$ cat src/rtl/spi_slave.sv
// SPI mode-0 responder: oversamples the SPI pins in clk_i and deserializes MOSI into words.
// MISO is fed from a single-entry transmit buffer.
`timescale 1ns/1ps
module spi_slave #(
    parameter int                    WORD_WIDTH  = 8,
    parameter int                    SYNC_STAGES = 2,
    parameter logic [WORD_WIDTH-1:0] FILL_WORD   = '0
) (
    input  logic                  clk_i,
    input  logic                  rst_ni,
    input  logic                  sclk_i,
    input  logic                  ss_ni,
    input  logic                  mosi_i,
    output logic                  miso_o,
    output logic                  miso_oe_o,
    input  logic [WORD_WIDTH-1:0] tx_data_i,
    input  logic                  tx_valid_i,
    output logic                  tx_ready_o,
    output logic [WORD_WIDTH-1:0] rx_data_o,
    output logic                  rx_valid_o,
    output logic                  underrun_o,
    output logic                  busy_o
);

    localparam int CNT_W = (WORD_WIDTH > 2) ? $clog2(WORD_WIDTH) : 1;
    localparam logic [CNT_W-1:0] LAST_BIT = CNT_W'(WORD_WIDTH - 1);

    typedef enum logic {IDLE, ACTIVE} state_t;

    state_t                  state;
    logic [SYNC_STAGES-1:0]  sclk_sync, ss_sync, mosi_sync;
    logic                    sclk_d, ss_d;
    logic                    rise, fall, ss_fall, ss_rise, mosi_s;
    logic [CNT_W-1:0]        bit_cnt;
    logic                    load_pend, rx_done, do_load;
    logic [WORD_WIDTH-1:0]   rx_shift, tx_buf;
    logic [WORD_WIDTH-2:0]   tx_rest;

    always_ff @(posedge clk_i or negedge rst_ni) begin
        if (!rst_ni) begin
            sclk_sync <= '0;
            ss_sync   <= '1;
            mosi_sync <= '0;
            sclk_d    <= 1'b0;
            ss_d      <= 1'b1;
        end else begin
            sclk_sync <= {sclk_sync[SYNC_STAGES-2:0], sclk_i};
            ss_sync   <= {ss_sync[SYNC_STAGES-2:0], ss_ni};
            mosi_sync <= {mosi_sync[SYNC_STAGES-2:0], mosi_i};
            sclk_d    <= sclk_sync[SYNC_STAGES-1];
            ss_d      <= ss_sync[SYNC_STAGES-1];
        end
    end

    // A deselect wins over any coincident sclk edge, so a master that drops sclk
    // together with raising ss_n ends the transfer without loading another word.
    always_comb begin
        rise    = sclk_sync[SYNC_STAGES-1] & ~sclk_d;
        fall    = ~sclk_sync[SYNC_STAGES-1] & sclk_d;
        ss_fall = ~ss_sync[SYNC_STAGES-1] & ss_d;
        ss_rise = ss_sync[SYNC_STAGES-1] & ~ss_d;
        mosi_s  = mosi_sync[SYNC_STAGES-1];
        do_load = 1'b0;
        if (state == IDLE)
            do_load = ss_fall;
        else if (!ss_rise)
            do_load = fall & load_pend;
    end

    // Transmit handshake: a word is accepted on any clk_i edge where tx_valid_i
    // and tx_ready_o are both high; tx_ready_o stays low until a word load
    // moves the buffered word into the shifter.
    always_ff @(posedge clk_i or negedge rst_ni) begin
        if (!rst_ni) begin
            state      <= IDLE;
            bit_cnt    <= '0;
            load_pend  <= 1'b0;
            rx_done    <= 1'b0;
            rx_shift   <= '0;
            tx_buf     <= '0;
            tx_rest    <= '0;
            miso_o     <= 1'b0;
            miso_oe_o  <= 1'b0;
            tx_ready_o <= 1'b1;
            rx_data_o  <= '0;
            rx_valid_o <= 1'b0;
            underrun_o <= 1'b0;
            busy_o     <= 1'b0;
        end else begin
            rx_valid_o <= 1'b0;
            underrun_o <= 1'b0;
            rx_done    <= 1'b0;
            if (rx_done) begin
                rx_data_o  <= rx_shift;
                rx_valid_o <= 1'b1;
            end

            if (tx_valid_i && tx_ready_o) begin
                tx_buf     <= tx_data_i;
                tx_ready_o <= 1'b0;
            end

            if (do_load) begin
                if (!tx_ready_o) begin
                    miso_o     <= tx_buf[WORD_WIDTH-1];
                    tx_rest    <= tx_buf[WORD_WIDTH-2:0];
                    tx_ready_o <= 1'b1;
                end else begin
                    miso_o     <= FILL_WORD[WORD_WIDTH-1];
                    tx_rest    <= FILL_WORD[WORD_WIDTH-2:0];
                    underrun_o <= 1'b1;
                end
            end

            case (state)
                IDLE: begin
                    if (ss_fall) begin
                        state     <= ACTIVE;
                        bit_cnt   <= '0;
                        load_pend <= 1'b0;
                        miso_oe_o <= 1'b1;
                        busy_o    <= 1'b1;
                    end
                end
                ACTIVE: begin
                    if (ss_rise) begin
                        state     <= IDLE;
                        bit_cnt   <= '0;
                        load_pend <= 1'b0;
                        rx_shift  <= '0;
                        miso_oe_o <= 1'b0;
                        miso_o    <= 1'b0;
                        busy_o    <= 1'b0;
                    end else begin
                        if (rise) begin
                            rx_shift <= {rx_shift[WORD_WIDTH-2:0], mosi_s};
                            if (bit_cnt == LAST_BIT) begin
                                bit_cnt   <= '0;
                                load_pend <= 1'b1;
                                rx_done   <= 1'b1;
                            end else begin
                                bit_cnt <= bit_cnt + CNT_W'(1);
                            end
                        end
                        if (fall) begin
                            if (load_pend) begin
                                load_pend <= 1'b0;
                            end else if (bit_cnt != '0) begin
                                miso_o  <= tx_rest[WORD_WIDTH-2];
                                tx_rest <= tx_rest << 1;
                            end
                        end
                    end
                end
                default: state <= IDLE;
            endcase
        end
    end

endmodule

$ cat config.mk
export PLATFORM = sky130hd
export DESIGN_NAME = spi_slave
export DESIGN_NICKNAME = d
export VERILOG_FILES = /design/src/rtl/spi_slave.sv
export SDC_FILE = /design/constraint.sdc
export NUM_CORES = 1
export LEC_CHECK = 0
export BUFFER_PORTS_ARGS = -buffer_cell sky130_fd_sc_hd__buf_2
export CORE_MARGIN = 3
export CORE_UTILIZATION = 50
export CTS_CLUSTER_DIAMETER = 30
export DETAILED_ROUTE_END_ITERATION = 12
export PLACE_DENSITY = 0.67
export SETUP_SLACK_MARGIN = 0.15
export SYNTH_ARGS = -nofsm -noshare
export SYNTH_HDL_FRONTEND = slang
export SYNTH_SLANG_ARGS = --single-unit
$ cat constraint.sdc
create_clock -name clk_i -period 4 [get_ports clk_i]
set_input_delay 0.8 -clock clk_i [delete_from_list [all_inputs] [get_ports clk_i]]
set_output_delay 0.8 -clock clk_i [all_outputs]
set_load 0.005 [all_outputs]
==> flow_summary.yaml, run 1 <==
floorplan:
  ios: 28
  die_w_um: 69.2
  start_util_pct: 53.4
  rows: 22
  fp.dieH_um: 69.2
  die_area_um2: 4790
  core_region_area_um2: 3740
timing:
  drv_slew: 0
  final.hold.worst_slack_ps: 358
  fmax_ghz: 0.541
  final_hold_viol_count: 0
  tns_ps: 0
  post-route-period-util_pct: 46.2
  setup_viol: 0
  finalClockSkew_ps: 4.45
  setup_ws_ps: 2150
  rsz0062_at_grt: "no"
  period_minus_slack_ps: 1850
  max_slew_margin_pct: 29.1
  worst_slew_pin_slew_ps: 1060
power_and_ir_drop:
  ir_worst_vdd_mv: 0.333
  swShare_pct: 28.7
  p_switching_mw: 0.351
  clkPwrFrac_pct: 23.9
  p_seq_share_pct: 57.3
  pwr-share-comb_pct: 18.8
  power_leakage_nw: 1.09
  power_density_nw_per_um2: 543
  p_int_mw: 0.872
run_status:
  outcome: "finished, final reports clean"
clock_network:
  cts_max_level: 2
  clock_path_buffers: 2
  postCtsSetupRepairBufs: 0
  clock_latency_ps: 300
  cts_tree: "yes"
  cts_hold_buf: 0
  numCtsBuffers: 5
  post_cts_resized: 0
  clock-sinks: 50
  cts.reportedPaths.clkPinSlew_ps: 90
  root_buffer: "clkbuf_8"
yosys:
  yosys_warnings: 0
  synth_common_cells: "46 x dfrtp_1, 16 x mux2_2, 12 x nand2_1"
  async_flop_share_pct: 100
  ys_ff_latch: 50
  synthDominantCellAreaShare_pct: 57.6
  synth.area.top_cells: "dfrtp_1 58%, mux2_2 9.0%, dfstp_2 5.3%, a22o_1 3.5%, nand3b_1 3.0%"
  synth_cells: 157
  synth-edff-count: 0
  synth_largest_area_cell: "dfrtp_1"
  ys_types: 33
  synth_nets: 174
  postSynthAreaPerCell_um2: 12.7
  netlist_area_um2: 2000
  synth_flop_cell: "dfrtp_1"
  seq_area_frac_synth_pct: 62.8
  yosysMostFrequentCell: "dfrtp_1"
global_routing:
  grt_max_degree: 51
  use_met3_pct: 3.62
  antenna_found_initial: 0
  grt_use_met1_pct: 18.9
  busiest_layer: "met2"
  grt_pass1_vias: 1278
  grt_usage_pct: 14.9
  grt_pass1_wl_mm: 5.78
  grt_use_met2_pct: 24.5
  gr-total-overflow: 0
setup_path:
  crit_slowest_cell: "dfstp_2"
  worst_ep_arrival_time_ps: 1050
  worst-path-max-fanout: 12
  critPathTopFamily: "flip-flops"
  endpoint_kind: "output pin"
  crit_buf_inv: 1
  critPathLaunchType: "flip-flop"
  path_class: "flip-flop to output pin"
  path_cells: "buf_2"
  worst_path_largest_cell_delay_ps: 620
  crit_required_ps: 3200
place:
  port_buffers: 27
  dpl_cell_area_um2: 2160
  dp.final_hpwl_mm: 2.36
  gp_congestion: 0.780
  dp_slack_ps: 2270
drt:
  num_vias: 1251
  antenna_left: 0
  first_pass_iters: 5
  avgViaCountPerCell: 5.37
  drt_iter0_markers: 72
  wirelength_mm: 3.30
  drc: 0
  routedWlPerCell_um: 14.2
finish:
  drive_gt1_share_pct: 31.9
  synthToLayoutAreaGrowth_pct: 12.6
  finish.utilization_pct: 60.2
  antenna_cells: 0
  design_area_um2: 2250
  nNetsFinal: 201
hold_path:
  worstHoldPathType: "flip-flop to flip-flop"
run:
  drv_cap: 0
==> cells by family (layout without fill, tap and decap cells) <==
| logic type | Yosys count | count (layout) | share of synthesized area [%] |
|---|---|---|---|
| and+or+nand+nor | 46 | 46 | 12.6 |
| muxes | 17 | 17 | 9.51 |
| buffers and inverters | 11 | 39 | 2.57 |
| DFF | 50 | 50 | 62.8 |
| adders and majority gates | 3 | 3 | 1.88 |
| AOI/OAI and AO/OA | 30 | 30 | 10.6 |
==> stage by stage <==
stage / total power, mW / std cells
after floorplan: 0.865 / 157
after global placement: 0.924 / 225
after detailed placement: 0.945 / 225
after CTS: 1.24 / 233
after global routing: 1.30 / 233
final: 1.22 / 233
==> registers in the layout, summed over array words and instances (netlist names), 2 cells and up <==
signal,count
rx_data_o,8
rx_shift,8
tx_buf,8
tx_rest,7
bit_cnt,3
mosi_sync,2
sclk_sync,2
ss_sync,2
==> routing by layer <==
metal	vias to the layer above	wire, µm
met3	4	147
met5	-	0
li1	603	-
met2	27	1570
met1	617	1540
met4	0	44
==> final cells by class <==
cell class,count,area (µm²)
multi-input cells,96,692
inverters,4,15.0
flip-flops and latches,50,1260
fillers,321,1490
well taps,48,60.1
repair buffers,27,135
clock inverters,3,25.0
clock buffers,5,68.8
==> cells in the final DEF (no fill, tap or decap), types with 2 or more instances in the layout <==
cell type | synthesis | routed
dfrtp_1 | 46 | 46
buf_2 | 2 | 27
mux2_2 | 16 | 16
nand2_1 | 12 | 12
nand3b_1 | 8 | 8
a22o_1 | 8 | 8
nor2_1 | 7 | 7
a31oi_1 | 7 | 7
a21oi_1 | 6 | 6
clkbuf_8 | 0 | 5
nand2b_1 | 4 | 4
nor2b_1 | 4 | 4
dfstp_2 | 4 | 4
inv_1 | 3 | 3
nand3_1 | 3 | 3
ha_1 | 3 | 3
and2_1 | 2 | 2
o21ai_1 | 2 | 2
nor3_1 | 2 | 2
==> power by group through the flow <==
stage | combinational, mW | clock (mW) | sequential [mW]
floorplan | 0.184 | 0 | 0.680
global placement | 0.223 | 0 | 0.701
detailed placement | 0.235 | 0 | 0.710
CTS | 0.235 | 0.301 | 0.701
global route | 0.265 | 0.320 | 0.718
finish | 0.230 | 0.293 | 0.701
==> path summary, 6_finish.rpt <==
kind	slack, ps	cells after the start	start	endpoint
setup reg to reg	2300	4	ss_d	tx_rest[3]
hold reg to reg	360	0	mosi_sync[0]	mosi_sync[1]
min in group asynchronous	690	1	rst_ni	bit_cnt[0]
hold / removal	360	0	mosi_sync[0]	mosi_sync[1]
max in group asynchronous	2660	1	rst_ni	tx_rest[0]
setup / recovery	2150	1	tx_ready_o	tx_ready_o
No activity file was read; power rests on OpenSTA's default activity.
==> run 2, diff against run 1 <==
--- a/config.mk
+++ b/config.mk
@@ -10,7 +10,7 @@
 export CORE_UTILIZATION = 50
 export CTS_CLUSTER_DIAMETER = 30
 export DETAILED_ROUTE_END_ITERATION = 12
-export PLACE_DENSITY = 0.67
+export PLACE_DENSITY = 0.7
 export SETUP_SLACK_MARGIN = 0.15
 export SYNTH_ARGS = -nofsm -noshare
 export SYNTH_HDL_FRONTEND = slang
==> constraint.sdc (replaced) <==
create_clock -name clk_i -period 1.7 [get_ports clk_i]
set_input_delay 0.34 -clock clk_i [delete_from_list [all_inputs] [get_ports clk_i]]
set_output_delay 0.34 -clock clk_i [all_outputs]
set_load 0.005 [all_outputs]
==> flow_summary.yaml, run 2 (same netlist as run 1, synthesis figures left out) <==
run_status:
  outcome: "finished, final reports clean"
finish:
  drive_gt1_share_pct: 33.7
  antenna_cells: 0
  nNetsFinal: 206
  synthToLayoutAreaGrowth_pct: 16.2
  top_regs: "rx_data_o x8, rx_shift x8, tx_buf x8"
  final_common_cell: "dfrtp_1"
  mostFrequentLayoutCells: "46 x dfrtp_1, 27 x buf_2, 16 x mux2_2"
timing:
  rsz0062_at_grt: "yes"
  period_minus_slack_ps: 1460
  fmax_ghz: 0.685
  max_slew_margin_pct: 68.2
  finalClockSkew_ps: 5.04
  drv_slew: 0
  setup_viol: 0
  final_hold_viol_count: 0
  tns_ps: 0
  final.hold.worst_slack_ps: 0.281
  worst_slew_pin_slew_ps: 477
  post-route-period-util_pct: 85.8
setup_path:
  critPathTopFamily: "flip-flops"
  rr_worst_depth: 4
  r2r_slack_ps: 240
  crit_buf_inv: 0
  r2r-end: "bit_cnt[0]"
  path_class: "flip-flop to flip-flop"
  endpoint_kind: "flip-flop"
  crit_required_ps: 1880
  rr_startpoint: "ss_sync[1]"
  worst_path_largest_cell_delay_ps: 600
  worst-path-max-fanout: 9
  path_cells: "nand2b_2 -> a21oi_1 -> mux2i_1 -> o21ai_1"
  critPathLaunchType: "flip-flop"
  crit_slowest_cell: "dfstp_2"
  worst_ep_arrival_time_ps: 1640
global_routing:
  grt_pass1_vias: 1229
  grt_usage_pct: 14.8
  grt_pass1_wl_mm: 5.72
  antenna_found_initial: 0
  grt_max_degree: 26
  gr-total-overflow: 0
clock_network:
  clock_path_buffers: 2
  cts_tree: "yes"
  cts.reportedPaths.clkPinSlew_ps: 80
  cts_max_level: 2
  clock_latency_ps: 290
  numCtsBuffers: 5
  clock-sinks: 50
  root_buffer: "clkbuf_8"
run:
  drv_cap: 0
power_and_ir_drop:
  power_leakage_nw: 1.12
  finalPower_mw: 2.85
  ir_worst_vdd_mv: 0.940
  clkPwrFrac_pct: 22.1
  swShare_pct: 27.3
  power_density_nw_per_um2: 1220
  p_seq_share_pct: 57.7
  pwr-share-comb_pct: 20.3
  p_int_mw: 2.07
  p_switching_mw: 0.778
floorplan:
  ios: 28
  start_util_pct: 53.4
  fp.dieH_um: 69.2
  rows: 22
  core_region_area_um2: 3740
  die_w_um: 69.2
  die_area_um2: 4790
drt:
  num_vias: 1303
  antenna_left: 0
  avgViaCountPerCell: 5.47
  first_pass_iters: 4
  drc: 0
  drt_iter0_markers: 43
  routedWlPerCell_um: 14.0
  wirelength_mm: 3.33
hold_path:
  worstHoldPathType: "input pin to asynchronous set/reset pin"
place:
  dp.final_hpwl_mm: 2.41
  gp_congestion: 0.859
  port_buffers: 27
[run 2: cell count changes in the layout (fill, tap and decap cells not counted), sizes merged]
| cell | before | now |
|---|---|---|
| buf | 27 | 32 |
| clkbuf | 5 | 8 |
| clkinv | 1 | 0 |
| clkinvlp | 1 | 0 |
| inv | 5 | 4 |
[run 2: final cells by class]
type                       count  area, µm²
timing repair buffer          32        185
inverter                       4       15.0
fill                         334       1420
tap                           48       60.1
multi-input combinational     96        727
sequential                    50       1260
clock buffer                   8       80.1
[run 2: what timing repair did]
action,4_1_cts,5_1_grt
resized for setup,5,2
setup endpoints to repair,18,17
buffers inserted,0,1
hold buffers,0,0
[run 2: how the worst max path moves through the flow]
stage	start	to	slack, ps	depth (start not counted)
after global placement	ss_d	miso_o	110	4
after global routing	ss_sync[1]	miso_o	130	4
final	ss_sync[1]	bit_cnt[0]	240	4
after floorplan	ss_d	tx_rest[1]	310	6
after detailed placement	ss_d	tx_rest[3]	90	4
after CTS	ss_d	miso_o	200	4
[run 2: power groups by stage]
stage	clock (mW)	combinational, mW	sequential (mW)
floorplan	0	0.434	1.60
global placement	0	0.537	1.64
detailed placement	0	0.571	1.66
CTS	0.656	0.580	1.64
global route	0.700	0.657	1.68
finish	0.628	0.577	1.64
[run 2: layer usage]
| layer | global-route usage, % | part of all wire (%) |
|---|---|---|
| met5 | 0 | 0 |
| met2 | 24.4 | 50 |
| met3 | 5.36 | 5.7 |
| met4 | 3.90 | 0.39 |
| met1 | 18.6 | 44 |
[run 2: stage by stage]
step,area [µm²],setup slack (ps),instances,utilization [%]
final,2320,241,238,62.1
after CTS,2300,198,237,61.5
after global placement,2200,107,229,58.8
after floorplan,2000,306,157,-
after global routing,2320,133,238,62.1
after detailed placement,2200,91.1,229,58.8
==> run 3, diff against run 2 <==
--- a/config.mk
+++ b/config.mk
@@ -8,6 +8,7 @@
 export BUFFER_PORTS_ARGS = -buffer_cell sky130_fd_sc_hd__buf_2
 export CORE_MARGIN = 3
 export CORE_UTILIZATION = 50
+export CTS_BUF_LIST = sky130_fd_sc_hd__clkbuf_4 sky130_fd_sc_hd__clkbuf_8 sky130_fd_sc_hd__clkbuf_16
 export CTS_CLUSTER_DIAMETER = 30
 export DETAILED_ROUTE_END_ITERATION = 12
 export PLACE_DENSITY = 0.7
==> flow_summary.yaml, run 3 (same netlist as run 1, synthesis figures left out) <==
run_status:
  outcome: "complete, but fails checks"
  violations: "negative hold slack"
place:
  post-place-cells: 229
  gp_congestion: 0.859
  dp.final_hpwl_mm: 2.41
  dp_slack_ps: 91.1
  port_buffers: 27
setup_path:
  worst_ep_arrival_time_ps: 1640
  path_class: "flip-flop to flip-flop"
  r2r-end: "bit_cnt[0]"
  rr_worst_depth: 4
  critPathLaunchType: "flip-flop"
  crit_path_start: "ss_sync[1]"
  crit_required_ps: 1880
  worst-path-max-fanout: 9
  rr_startpoint: "ss_sync[1]"
  r2r_slack_ps: 240
  crit_end: "bit_cnt[0]"
  endpoint_kind: "flip-flop"
clock_network:
  cts_hold_buf: 0
  root_buffer: "clkbuf_8"
  clock_path_buffers: 2
  cts.reportedPaths.clkPinSlew_ps: 80
  numCtsBuffers: 5
  cts_tree: "yes"
  cts_max_level: 2
  clock-sinks: 50
  clock_latency_ps: 290
timing:
  tns_ps: 0
  post-route-period-util_pct: 85.8
  setup_ws_ps: 242
  worst_slew_pin_slew_ps: 476
  final_hold_viol_count: 1
  fmax_ghz: 0.686
  setup_viol: 0
  finalClockSkew_ps: 3.39
  max_slew_margin_pct: 68.3
  rsz0062_at_grt: "yes"
  period_minus_slack_ps: 1460
  drv_slew: 0
  final.hold.worst_slack_ps: -0.302
drt:
  wirelength_mm: 3.30
  num_vias: 1290
  drc: 0
  antenna_left: 0
  first_pass_iters: 4
  drt_iter0_markers: 45
  avgViaCountPerCell: 5.42
  routedWlPerCell_um: 13.9
global_routing:
  grt_max_degree: 26
  grt_pass1_wl_mm: 5.72
  gr-total-overflow: 0
  busiest_layer: "met2"
  antenna_found_initial: 0
  grt_use_met1_pct: 18.6
  grt_pass1_vias: 1229
  grt_usage_pct: 14.8
  grt_use_met2_pct: 24.4
  use_met3_pct: 5.36
floorplan:
  die_area_um2: 4790
  rows: 22
  ios: 28
  die_w_um: 69.2
  fp.dieH_um: 69.2
  start_util_pct: 53.4
  core_region_area_um2: 3740
finish:
  nNetsFinal: 206
  antenna_cells: 0
  drive_gt1_share_pct: 35.3
  seqCellArea_um2: 1260
  instances_no_fill: 238
  multiInputGateArea_um2: 727
  synthToLayoutAreaGrowth_pct: 16.8
  mostFrequentLayoutCells: "46 x dfrtp_1, 27 x buf_2, 16 x mux2_2"
  fillers: 332
  top_regs: "rx_data_o x8, rx_shift x8, tx_buf x8"
  final_common_cell: "dfrtp_1"
power_and_ir_drop:
  power_leakage_nw: 1.13
  finalPower_mw: 2.89
  ir_worst_vdd_mv: 0.949
  power_density_nw_per_um2: 1240
run:
  drv_cap: 0
hold_path:
  worstHoldPathType: "input pin to asynchronous set/reset pin"
[run 3: cell counts in the layout (fill, tap and decap cells not counted)]
No cell type changed its count.
[run 3: final cells by class]
| cell class | count | share of cell area, % |
|---|---|---|
| Inverter | 4 | 0.643 |
| Clock buffer | 8 | 3.91 |
| Sequential cell | 50 | 53.8 |
| Multi-Input combinational cell | 96 | 31.1 |
| Timing Repair Buffer | 32 | 7.93 |
| Tap cell | 48 | 2.57 |
[run 3: timing repair]
item                                    CTS  global route
cloned                                    0             0
endpoints found under the setup margin   18            17
pin swaps                                 0             0
gates resized for setup                   5             2
buffers inserted                          0             1
endpoints found under the hold margin     0             0
[run 3: stage by stage]
step / instance area, µm² / util (%)
after floorplan: 2000 / -
after global placement: 2200 / 58.8
after detailed placement: 2200 / 58.8
after CTS: 2310 / 61.8
after global routing: 2330 / 62.4
final: 2330 / 62.4
[run 3: power by group]
group	switching, mW	total (mW)	internal, mW	leakage (nW)
clock	0.334	0.674	0.340	0.0498
sequential	0.179	1.64	1.46	0.634
combinational	0.262	0.577	0.315	0.450
total	0.775	2.89	2.12	1.13
[run 3: per-layer routing]
layer / vias to the layer above / part of all wire (%) / wire [µm]
met5: - / 0 / 0
met4: 0 / 0.39 / 13
met3: 2 / 5.7 / 187
met2: 31 / 50 / 1670
met1: 639 / 43 / 1440
li1: 618 / - / -
[run 3: how the worst min path moves through the flow]
stage,startpoint,endpoint,cells past startpoint
after floorplan,rst_ni,bit_cnt[0],0
after global placement,rst_ni,rx_valid_o,1
after detailed placement,rst_ni,rx_done,1
after CTS,rst_ni,sclk_d,1
after global routing,rst_ni,sclk_sync[1],1
final,rst_ni,rx_valid_o,1
[run 3: critical path, cell delays in order (launching register included)]
cell      delay [ps]
dfstp_2          600
nand2b_2         170
a21oi_1          280
mux2i_1          230
o21ai_1           70
